--- src/rtl/irq_ack_if.sv ---
// Mode-2 interrupt-acknowledge bus bundle.
// master drives slot INT / CPU ACK, slave drives INT_ACK and status.
interface irq_ack_if #(
  parameter int NUM_IRQ_SLOTS = 4,
  parameter int SLOT_W        = 3
);
  logic [NUM_IRQ_SLOTS*2-1:0] slot_int_n;
  logic [1:0]                 cpu_ack_n;
  logic                       int_ack_mode_en;
  logic                       timeout_clr;
  logic [NUM_IRQ_SLOTS*2-1:0] slot_int_ack_n;
  logic                       ack_busy;
  logic                       ack_chan;
  logic [SLOT_W-1:0]          ack_slot;
  logic                       ack_slot_valid;
  logic                       ack_none;
  logic                       ack_timeout;
  logic                       timeout_sticky;

  modport master (
    output slot_int_n,
    output cpu_ack_n,
    output int_ack_mode_en,
    output timeout_clr,
    input  slot_int_ack_n,
    input  ack_busy,
    input  ack_chan,
    input  ack_slot,
    input  ack_slot_valid,
    input  ack_none,
    input  ack_timeout,
    input  timeout_sticky
  );

  modport slave (
    input  slot_int_n,
    input  cpu_ack_n,
    input  int_ack_mode_en,
    input  timeout_clr,
    output slot_int_ack_n,
    output ack_busy,
    output ack_chan,
    output ack_slot,
    output ack_slot_valid,
    output ack_none,
    output ack_timeout,
    output timeout_sticky
  );
endinterface

--- src/rtl/irq_ack_sequencer.sv ---
// Mode-2 interrupt-acknowledge sequencer for the Dock IRQ path.
// Round-robin grant per channel, held INT_ACK window, timeout abort.
module irq_ack_sequencer #(
  parameter int NUM_IRQ_SLOTS = 4,
  parameter int SLOT_W        = 3,
  parameter int ACK_TIMEOUT   = 255,
  parameter int CNT_W         = 16
) (
  input logic clk,
  input logic rst_n,
  irq_ack_if.slave bus
);

  localparam int NW = NUM_IRQ_SLOTS * 2;

  typedef enum logic [1:0] {
    IDLE,
    ARB,
    ACK,
    WAIT_REL
  } state_t;

  state_t state_q, state_d;

  logic [NW-1:0]            sync_q;
  logic [NW-1:0]            int_s;
  logic [NW-1:0]            ack_n_q, ack_n_d;
  logic                     busy_q, busy_d;
  logic                     chan_q, chan_d;
  logic [SLOT_W-1:0]        slot_q, slot_d;
  logic                     valid_q, valid_d;
  logic                     none_q, none_d;
  logic                     to_q, to_d;
  logic                     sticky_q, sticky_d;
  logic [CNT_W-1:0]         cnt_q, cnt_d;
  logic [SLOT_W-1:0]        rr_q [2];
  logic [SLOT_W-1:0]        rr_d [2];

  logic                     req;
  logic                     rel;
  logic [NUM_IRQ_SLOTS-1:0] claim;
  logic [SLOT_W-1:0]        ptr;
  logic [SLOT_W-1:0]        gnt;
  logic [SLOT_W-1:0]        gnt_lo;
  logic [SLOT_W-1:0]        gnt_hi;
  logic                     hi_any;
  logic [SLOT_W-1:0]        nxt_ptr;
  logic [CNT_W-1:0]         cnt_inc;

  always_ff @(posedge clk or negedge rst_n) begin
    if (!rst_n) begin
      sync_q <= '1;
      int_s  <= '1;
    end else begin
      sync_q <= bus.slot_int_n;
      int_s  <= sync_q;
    end
  end

  assign req = bus.int_ack_mode_en
             & ~(&bus.cpu_ack_n);
  assign rel = bus.cpu_ack_n[chan_q];
  assign ptr = rr_q[chan_q];
  assign cnt_inc = cnt_q + 1'b1;

  assign nxt_ptr =
    (slot_q == SLOT_W'(NUM_IRQ_SLOTS - 1))
      ? '0 : slot_q + 1'b1;

  always_comb begin
    claim = '0;
    for (int s = 0; s < NUM_IRQ_SLOTS; s++) begin
      if (chan_q) claim[s] = ~int_s[2*s+1];
      else        claim[s] = ~int_s[2*s];
    end
  end

  // Lowest claimant at/above the pointer, else lowest overall (wrap).
  always_comb begin
    gnt_lo = '0;
    gnt_hi = '0;
    hi_any = 1'b0;
    for (int s = NUM_IRQ_SLOTS - 1; s >= 0; s--) begin
      if (claim[s]) gnt_lo = SLOT_W'(s);
      if (claim[s] && SLOT_W'(s) >= ptr) begin
        gnt_hi = SLOT_W'(s);
        hi_any = 1'b1;
      end
    end
    gnt = hi_any ? gnt_hi : gnt_lo;
  end

  always_comb begin
    state_d  = state_q;
    ack_n_d  = '1;
    busy_d   = busy_q;
    chan_d   = chan_q;
    slot_d   = slot_q;
    valid_d  = 1'b0;
    none_d   = 1'b0;
    to_d     = 1'b0;
    sticky_d = bus.timeout_clr ? 1'b0 : sticky_q;
    cnt_d    = cnt_q;
    rr_d     = rr_q;
    unique case (state_q)
      IDLE: begin
        if (req) begin
          chan_d  = bus.cpu_ack_n[0];
          busy_d  = 1'b1;
          state_d = ARB;
        end
      end
      ARB: begin
        if (|claim) begin
          slot_d  = gnt;
          valid_d = 1'b1;
          cnt_d   = '0;
          state_d = ACK;
          for (int s = 0; s < NUM_IRQ_SLOTS; s++) begin
            if (gnt == SLOT_W'(s)) begin
              if (chan_q) ack_n_d[2*s+1] = 1'b0;
              else        ack_n_d[2*s]   = 1'b0;
            end
          end
        end else begin
          none_d  = 1'b1;
          state_d = WAIT_REL;
        end
      end
      ACK: begin
        cnt_d = cnt_inc;
        if (rel) begin
          rr_d[chan_q] = nxt_ptr;
          busy_d       = 1'b0;
          state_d      = IDLE;
        end else if (!bus.int_ack_mode_en) begin
          state_d = WAIT_REL;
        end else if (cnt_inc == CNT_W'(ACK_TIMEOUT)) begin
          rr_d[chan_q] = nxt_ptr;
          to_d         = 1'b1;
          sticky_d     = 1'b1;
          state_d      = WAIT_REL;
        end else begin
          valid_d = 1'b1;
          ack_n_d = ack_n_q;
        end
      end
      WAIT_REL: begin
        none_d = none_q;
        if (rel) begin
          none_d  = 1'b0;
          busy_d  = 1'b0;
          state_d = IDLE;
        end
      end
      default: state_d = IDLE;
    endcase
  end

  always_ff @(posedge clk or negedge rst_n) begin
    if (!rst_n) state_q <= IDLE;
    else        state_q <= state_d;
  end

  always_ff @(posedge clk or negedge rst_n) begin
    if (!rst_n) begin
      ack_n_q  <= '1;
      busy_q   <= 1'b0;
      chan_q   <= 1'b0;
      slot_q   <= '0;
      valid_q  <= 1'b0;
      none_q   <= 1'b0;
      to_q     <= 1'b0;
      sticky_q <= 1'b0;
      cnt_q    <= '0;
      rr_q[0]  <= '0;
      rr_q[1]  <= '0;
    end else begin
      ack_n_q  <= ack_n_d;
      busy_q   <= busy_d;
      chan_q   <= chan_d;
      slot_q   <= slot_d;
      valid_q  <= valid_d;
      none_q   <= none_d;
      to_q     <= to_d;
      sticky_q <= sticky_d;
      cnt_q    <= cnt_d;
      rr_q[0]  <= rr_d[0];
      rr_q[1]  <= rr_d[1];
    end
  end

  assign bus.slot_int_ack_n = ack_n_q;
  assign bus.ack_busy       = busy_q;
  assign bus.ack_chan       = chan_q;
  assign bus.ack_slot       = slot_q;
  assign bus.ack_slot_valid = valid_q;
  assign bus.ack_none       = none_q;
  assign bus.ack_timeout    = to_q;
  assign bus.timeout_sticky = sticky_q;

endmodule

--- src/flat_wrapper.sv ---
// flat-port wrapper written by rule: the top's interface ports become plain ports
module irq_ack_sequencer_flat 
#(
  parameter int NUM_IRQ_SLOTS = 4,
  parameter int SLOT_W        = 3,
  parameter int ACK_TIMEOUT   = 255,
  parameter int CNT_W         = 16
)
  (clk, rst_n, bus_slot_int_n, bus_cpu_ack_n, bus_int_ack_mode_en, bus_timeout_clr, bus_slot_int_ack_n, bus_ack_busy, bus_ack_chan, bus_ack_slot, bus_ack_slot_valid, bus_ack_none, bus_ack_timeout, bus_timeout_sticky);
  irq_ack_if #(.NUM_IRQ_SLOTS(NUM_IRQ_SLOTS), .SLOT_W(SLOT_W)) bus_i ();
  input logic clk;
  input logic rst_n;
  input wire logic [$bits(bus_i.slot_int_n)-1:0] bus_slot_int_n;
  input wire logic [$bits(bus_i.cpu_ack_n)-1:0] bus_cpu_ack_n;
  input wire logic [$bits(bus_i.int_ack_mode_en)-1:0] bus_int_ack_mode_en;
  input wire logic [$bits(bus_i.timeout_clr)-1:0] bus_timeout_clr;
  output wire logic [$bits(bus_i.slot_int_ack_n)-1:0] bus_slot_int_ack_n;
  output wire logic [$bits(bus_i.ack_busy)-1:0] bus_ack_busy;
  output wire logic [$bits(bus_i.ack_chan)-1:0] bus_ack_chan;
  output wire logic [$bits(bus_i.ack_slot)-1:0] bus_ack_slot;
  output wire logic [$bits(bus_i.ack_slot_valid)-1:0] bus_ack_slot_valid;
  output wire logic [$bits(bus_i.ack_none)-1:0] bus_ack_none;
  output wire logic [$bits(bus_i.ack_timeout)-1:0] bus_ack_timeout;
  output wire logic [$bits(bus_i.timeout_sticky)-1:0] bus_timeout_sticky;
  assign bus_i.slot_int_n = bus_slot_int_n;
  assign bus_i.cpu_ack_n = bus_cpu_ack_n;
  assign bus_i.int_ack_mode_en = bus_int_ack_mode_en;
  assign bus_i.timeout_clr = bus_timeout_clr;
  assign bus_slot_int_ack_n = bus_i.slot_int_ack_n;
  assign bus_ack_busy = bus_i.ack_busy;
  assign bus_ack_chan = bus_i.ack_chan;
  assign bus_ack_slot = bus_i.ack_slot;
  assign bus_ack_slot_valid = bus_i.ack_slot_valid;
  assign bus_ack_none = bus_i.ack_none;
  assign bus_ack_timeout = bus_i.ack_timeout;
  assign bus_timeout_sticky = bus_i.timeout_sticky;
  irq_ack_sequencer #(.NUM_IRQ_SLOTS(NUM_IRQ_SLOTS), .SLOT_W(SLOT_W), .ACK_TIMEOUT(ACK_TIMEOUT), .CNT_W(CNT_W)) u_core (.clk(clk), .rst_n(rst_n), .bus(bus_i));
endmodule
--- config.mk ---
export PLATFORM = sky130hd
export DESIGN_NAME = irq_ack_sequencer_flat
export DESIGN_NICKNAME = d
export VERILOG_FILES = /design/src/rtl/irq_ack_if.sv /design/src/rtl/irq_ack_sequencer.sv /design/src/flat_wrapper.sv
export SDC_FILE = /design/constraint.sdc
export NUM_CORES = 1
export LEC_CHECK = 0
export BUFFER_PORTS_ARGS = -buffer_cell sky130_fd_sc_hd__buf_2
export CAP_MARGIN = 10
export CORE_ASPECT_RATIO = 0.9
export CORE_MARGIN = 8
export CORE_UTILIZATION = 53
export CTS_CLUSTER_SIZE = 14
export DETAILED_ROUTE_END_ITERATION = 7
export MAX_ROUTING_LAYER = met4
export PLACE_DENSITY = 0.76
export SYNTH_ARGS = -nofsm -noshare
export SYNTH_HDL_FRONTEND = slang
export SYNTH_SLANG_ARGS = --single-unit
--- constraint.sdc ---
create_clock -name clk -period 2.3 [get_ports clk]
set_input_delay 0.345 -clock clk [delete_from_list [all_inputs] [get_ports clk]]
set_output_delay 0.345 -clock clk [all_outputs]
set_load 0.1 [all_outputs]
==> flow_metrics.tcl, run 1 <==
set metrics [dict create \
    synth_nets 301 \
    end_kind "flop" \
    clockBufferDepth 2 \
    rsz0062_at_grt "true" \
    io_buffer_count 29 \
    path_clk_slew_ps 100 \
    status "finished with violations" \
    antenna_found_initial 0 \
    hpwl_um 4750 \
    finalHoldViolCount 0 \
    grt_pass1_wl_um 10800 \
    rows 25 \
    yosys_most_used_dff "dfrtp_1" \
    diodes 0 \
    drc_errors 0 \
    start_kind "flop" \
    clk_latency_ps 310 \
    die_h_um 86.7 \
    synthArstFlopShare 1.00 \
    finalSetupViolations 5 \
    start_util 0.553 \
    core-area_um2 5320 \
    p_switching_uw 1740 \
    grt_max_degree 29 \
    gr-total-overflow 0 \
    power.internal_uw 2100 \
    violations "setup timing" \
    ys_seq_area_frac 0.470 \
    ys_warn_count 0 \
    postSynthAreaPerCell_um2 10.5 \
    min_period_ps 2340 \
    final.setup_skew_ps 15.8 \
    max_freq_mhz 427 \
    critical_path_class "reg2reg" \
    ir_worst_vdd_v 0.000639 \
    final_cell_mix "buf_4, nand2_1, buf_2, dfrtp_1, dfstp_2" \
    post_dp_cell_area_um2 3320 \
    h-tree-depth 2 \
    dieArea_um2 8190 \
    place_ws_ps -5.27 \
    finalWeightedCongestion 0.877 \
    min_path_type "in2async" \
    max_slew_margin 0.550 \
    synth_edf_count 0 \
    seq_power_share 0.327 \
    grt_pass1_vias 2277 \
    grt_use_total 0.171 \
    cts-root-buf "clkbuf_8" \
    fin_nets 360 \
    fp.dieW_um 94.5 \
    syn-cell-area_um2 2940 \
    synth_cell_types 53 \
    drive_gt1_frac 0.391 \
    finalCritPeriodShare 1.02 \
    leakagePower_uw 0.00158 \
    worst_slew_pin_slew_ps 675 \
    num_vias 2353 \
    fin_ws_ps -40.6 \
    crit_required_ps 2510 \
    utilization 0.674 \
    ioPinCount 31 \
    totalWireLength_um 6700 \
    critPathMaxFanout 5 \
    swShare 0.453 \
    p_comb_frac 0.513 \
    critPathArrivalTime_ps 2550 \
    cts_tree "yes" \
    drv_slew 0 \
    ant_nets 0 \
    hold_ws_ps 63.4 \
    drt_iter0_drc 131 \
    synthCells 280 \
    via_per_inst 5.78 \
    p_per_area_nw_per_um2 1070 \
    pwr-share-clk 0.160 \
    cts-hold-fix-buffers 0 \
    drv_cap 0 \
    fin_area_um2 3580 \
    clock_sinks 54 \
    synth-seq-cells 54 \
    first_pass_iters 4 \
    area_growth_pct 21.8 \
    routedWlPerCell_um 16.5 \
    cts_buffers 5 \
    layout_commonest_cell "buf_4" \
]
## metrics by stage
stage | setup TNS (ps) | cells | power [µW]
final | -139 | 407 | 3840
after global routing | -965 | 407 | 4070
after CTS | -15.7 | 399 | 3790
after detailed placement | -11.7 | 389 | 3150
after global placement | -19.8 | 389 | 3100
after floorplan | 0 | 280 | 2610
## path summary, 6_finish.rpt
kind	start	endpoint	slack, ps	cells after the start
worst max-delay path	u_core.cnt_q[1]	u_core.rr_q[0]	-40	8
worst min-delay path	rst_n	u_core.bus.ack_slot_valid	60	1
worst max register to register	u_core.cnt_q[1]	u_core.rr_q[0]	-40	8
worst min register to register	u_core.sync_q[3]	u_core.int_s[3]	360	0
max in group asynchronous	rst_n	u_core.bus.slot_int_ack_n[5]	1570	2
min in group clk	bus_slot_int_n[5]	u_core.sync_q[5]	130	1
## state kept, by name, summed over array words and instances, names as in the netlist
| register | count |
|---|---|
| u_core.bus.ack_slot | 2 |
| u_core.bus.timeout_sticky | 1 |
| u_core.bus.ack_timeout | 1 |
| u_core.rr_q | 4 |
| u_core.bus.slot_int_ack_n | 8 |
| u_core.bus.ack_busy | 1 |
| u_core.cnt_q | 16 |
| u_core.bus.ack_chan | 1 |
| u_core.bus.ack_slot_valid | 1 |
| u_core.state_q | 2 |
| u_core.bus.ack_none | 1 |
| u_core.int_s | 8 |
| u_core.sync_q | 8 |
## per-layer routing
layer	wire length, µm	GRT usage
met5	0	-
met2	3030	0.259
met4	91	0.0637
met1	3240	0.223
met3	335	0.0276
## cells in the mapped netlist, drive strengths merged, types with 2 or more instances
master	number	share of area
nor3	10	0.017
nand2b	5	0.011
o21ai	17	0.029
o22ai	2	0.0043
buf	13	0.029
o31ai	6	0.029
nor2	13	0.017
a21boi	3	0.0077
and4	3	0.011
a22o	14	0.042
nand4	7	0.015
dfrtp	30	0.26
a21o	9	0.023
nor2b	2	0.0043
ha	7	0.030
nand3	15	0.027
nand2	32	0.041
a32oi	2	0.0060
and3	3	0.0081
inv	7	0.0089
mux2i	6	0.020
clkbuf	2	0.0026
a21oi	10	0.017
dfstp	24	0.21
mux2	20	0.077
## timing repair
action / in CTS / in global routing
cloned: 0 / 1
setup endpoints to repair: 14 / 25
gates resized for setup: 2 / 16
pin swaps: 0 / 9
buffers inserted: 2 / 7
hold endpoints to repair: 0 / 0
## power by group through the flow
stage / Combinational, µW / Clock [µW] / Sequential (µW)
6_report: 1970 / 614 / 1250
5_1_grt: 2130 / 666 / 1280
4_1_cts: 1910 / 632 / 1250
3_5_place_dp: 1880 / 0 / 1270
3_3_place_gp: 1840 / 0 / 1260
2_1_floorplan: 889 / 0 / 1720
## critical path, cell delays in order, from the launching register on
cell and delay [ps]:
dfrtp_2 420, buf_6 130, and4_4 230, nand3_4 90, o31ai_4 260, and4_4 260, nand4b_4 170, o31ai_4 350
mux2_4 330
## kinds of logic (layout without fill, tap and decap cells)
logic type                 count (synthesis)  after routing  synth area share
AOI/OAI and AO/OA                         71             71             0.181
xor gates and xnor gates                   2              2           0.00596
adders and majority gates                  7              7            0.0298
buffers and inverters                     22             81            0.0400
DFF                                       54             54             0.470
muxes                                     26             26            0.0970
other                                      1              1           0.00128
and+or+nand+nor                           97             98             0.175
## area by class of cell
class                           count  area (µm²)
Sequential cell                    54        1390
Timing Repair Buffer               66         455
Tap cell                           67        83.8
Multi-Input combinational cell    205        1520
Clock buffer                        8         111
Inverter                            7        26.3
Fill cell                         412        1740
(Power assumes the default switching activity.)
==> run 2, diff against run 1 <==
- clock period: 2.3 -> 1.9 ns (I/O delays scaled with it)
==> flow_metrics.tcl, run 2 (synthesized netlist as in run 1, its figures left out) <==
set metrics [dict create \
    status "finished with violations" \
    violations "setup timing" \
    max_slew_margin 0.631 \
    leakagePower_uw 0.00191 \
    drc_errors 0 \
    gr-total-overflow 0 \
    totalWireLength_um 8050 \
    post_dp_cell_area_um2 3750 \
    fin_area_um2 4220 \
    min_period_ps 2280 \
    diodes 0 \
    grt_max_degree 23 \
    fin_ws_ps -378 \
    final.setup_skew_ps 8.07 \
    grt_use_total 0.200 \
    h-tree-depth 2 \
    final_cell_mix "buf_4, buf_2, nand2_1, dfrtp_1, dfstp_2" \
    cts_buffers 5 \
    area_growth_pct 43.4 \
    drive_gt1_frac 0.545 \
    finalHoldViolCount 0 \
    final_cells 456 \
    die_h_um 86.7 \
    pwr-share-clk 0.117 \
    clockBufferDepth 2 \
    p_switching_uw 2510 \
    multi_input_area_um2 1730 \
    path_clk_slew_ps 100 \
    crit_required_ps 2110 \
    start_util 0.553 \
    ioPinCount 31 \
    critical_path_class "reg2reg" \
    seq_area_um2 1390 \
    core-area_um2 5320 \
    critPathArrivalTime_ps 2480 \
    drv_cap 0 \
    drt_iter0_drc 160 \
    rsz0062_at_grt "true" \
    worstPathCellList "ha_4, and4_4, and2_4, nand3_2, a32oi_2, nand4b_4, o31ai_4, mux2_1" \
    finalWeightedCongestion 0.918 \
    finalSetupViolations 34 \
    first_pass_iters 4 \
    post-place-cells 429 \
    hold_depth 1 \
    ir_worst_vdd_v 0.000988 \
    clk_latency_ps 320 \
    cp_slowest_stage_delay_ps 450 \
    min_path_type "in2reg" \
    cts_tree "yes" \
    swShare 0.437 \
    crit_cells 8 \
    critPathMaxFanout 7 \
    ant_nets 0 \
    dieArea_um2 8190 \
    regMostFlops "u_core.cnt_q" \
    seq_power_share 0.270 \
    power.total_uw 5760 \
    end_kind "flop" \
    p_comb_frac 0.613 \
    cts-root-buf "clkbuf_8" \
    critPathBufInv 0 \
    finalCritPeriodShare 1.20 \
    max_freq_mhz 439 \
    reg2regPathDepth 8 \
    antenna_found_initial 0 \
    worst_slew_pin_slew_ps 548 \
    largest_reg_flops 16 \
    routedWlPerCell_um 17.6 \
    via_per_inst 5.91 \
    power.internal_uw 3240 \
    cp_slowest_cell "dfrtp_2" \
    fin_nets 409 \
    fp.dieW_um 94.5 \
    start_kind "flop" \
    rows 25 \
    p_per_area_nw_per_um2 1360 \
    drv_slew 0 \
    n_fill_cell 315 \
    place_ws_ps -370 \
    cp_top_family "simple AND/OR/NAND/NOR gates" \
    grt_pass1_vias 2633 \
    layout_commonest_cell "buf_4" \
    hpwl_um 5320 \
    clock_sinks 54 \
    io_buffer_count 29 \
    num_vias 2695 \
    grt_pass1_wl_um 12800 \
]
==> run 2: what timing repair did <==
action / CTS / global route
endpoints found under the hold margin: 17 / 0
pin swaps: 6 / 6
resized for setup: 27 / 26
buffers inserted: 9 / 8
hold buffers: 1 / 0
endpoints found under the setup margin: 32 / 33
gates cloned: 2 / 0
==> run 2: worst paths after layout <==
check / from / to / slack, ps
min: bus_slot_int_n[1] / u_core.sync_q[1] / 50
min reg2reg: u_core.sync_q[2] / u_core.int_s[2] / 360
max in group asynchronous: rst_n / u_core.int_s[5] / 730
min in group asynchronous: rst_n / u_core.cnt_q[1] / 460
max: u_core.cnt_q[0] / u_core.rr_q[4] / -380
max reg2reg: u_core.cnt_q[0] / u_core.rr_q[4] / -380
==> run 2: worst reg2reg max path, stage by stage, from the launching register on <==
cell      delay (ps)
dfrtp_2          450
ha_4             170
and4_4           220
and2_4           160
nand3_2           60
a32oi_2          280
nand4b_4         210
o31ai_4          270
mux2_1           350
==> run 2: power groups by stage <==
| stage | combinational (µW) | clock (µW) | sequential, µW |
|---|---|---|---|
| 2_1_floorplan | 1340 | 0 | 2100 |
| 3_3_place_gp | 2690 | 0 | 1560 |
| 3_5_place_dp | 2740 | 0 | 1570 |
| 4_1_cts | 3160 | 692 | 1550 |
| 5_1_grt | 3720 | 740 | 1570 |
| 6_report | 3530 | 671 | 1560 |
==> run 2: layout make-up <==
class | count | area share
tap | 67 | 0.0199
clock inverter | 3 | 0.00504
clock buffer | 5 | 0.0163
multi-input combinational | 205 | 0.410
timing repair buffer | 115 | 0.213
sequential | 54 | 0.329
inverter | 7 | 0.00623
==> run 2: per-stage QoR <==
step | hold slack [ps] | util | TNS [ps]
floorplan | -10.6 | - | -5510
global placement | 273 | 0.704 | -6630
detailed placement | 275 | 0.704 | -6990
CTS | 41.2 | 0.764 | -5710
global route | 28.9 | 0.793 | -10100
finish | 53.5 | 0.793 | -7450
==> run 2: metal layers <==
metal | track usage | vias to the layer above | routed length [µm]
li1 | - | 1237 | -
met4 | 0.0652 | 0 | 129
met3 | 0.0397 | 13 | 479
met1 | 0.266 | 1339 | 3630
met5 | - | - | 0
met2 | 0.299 | 106 | 3810
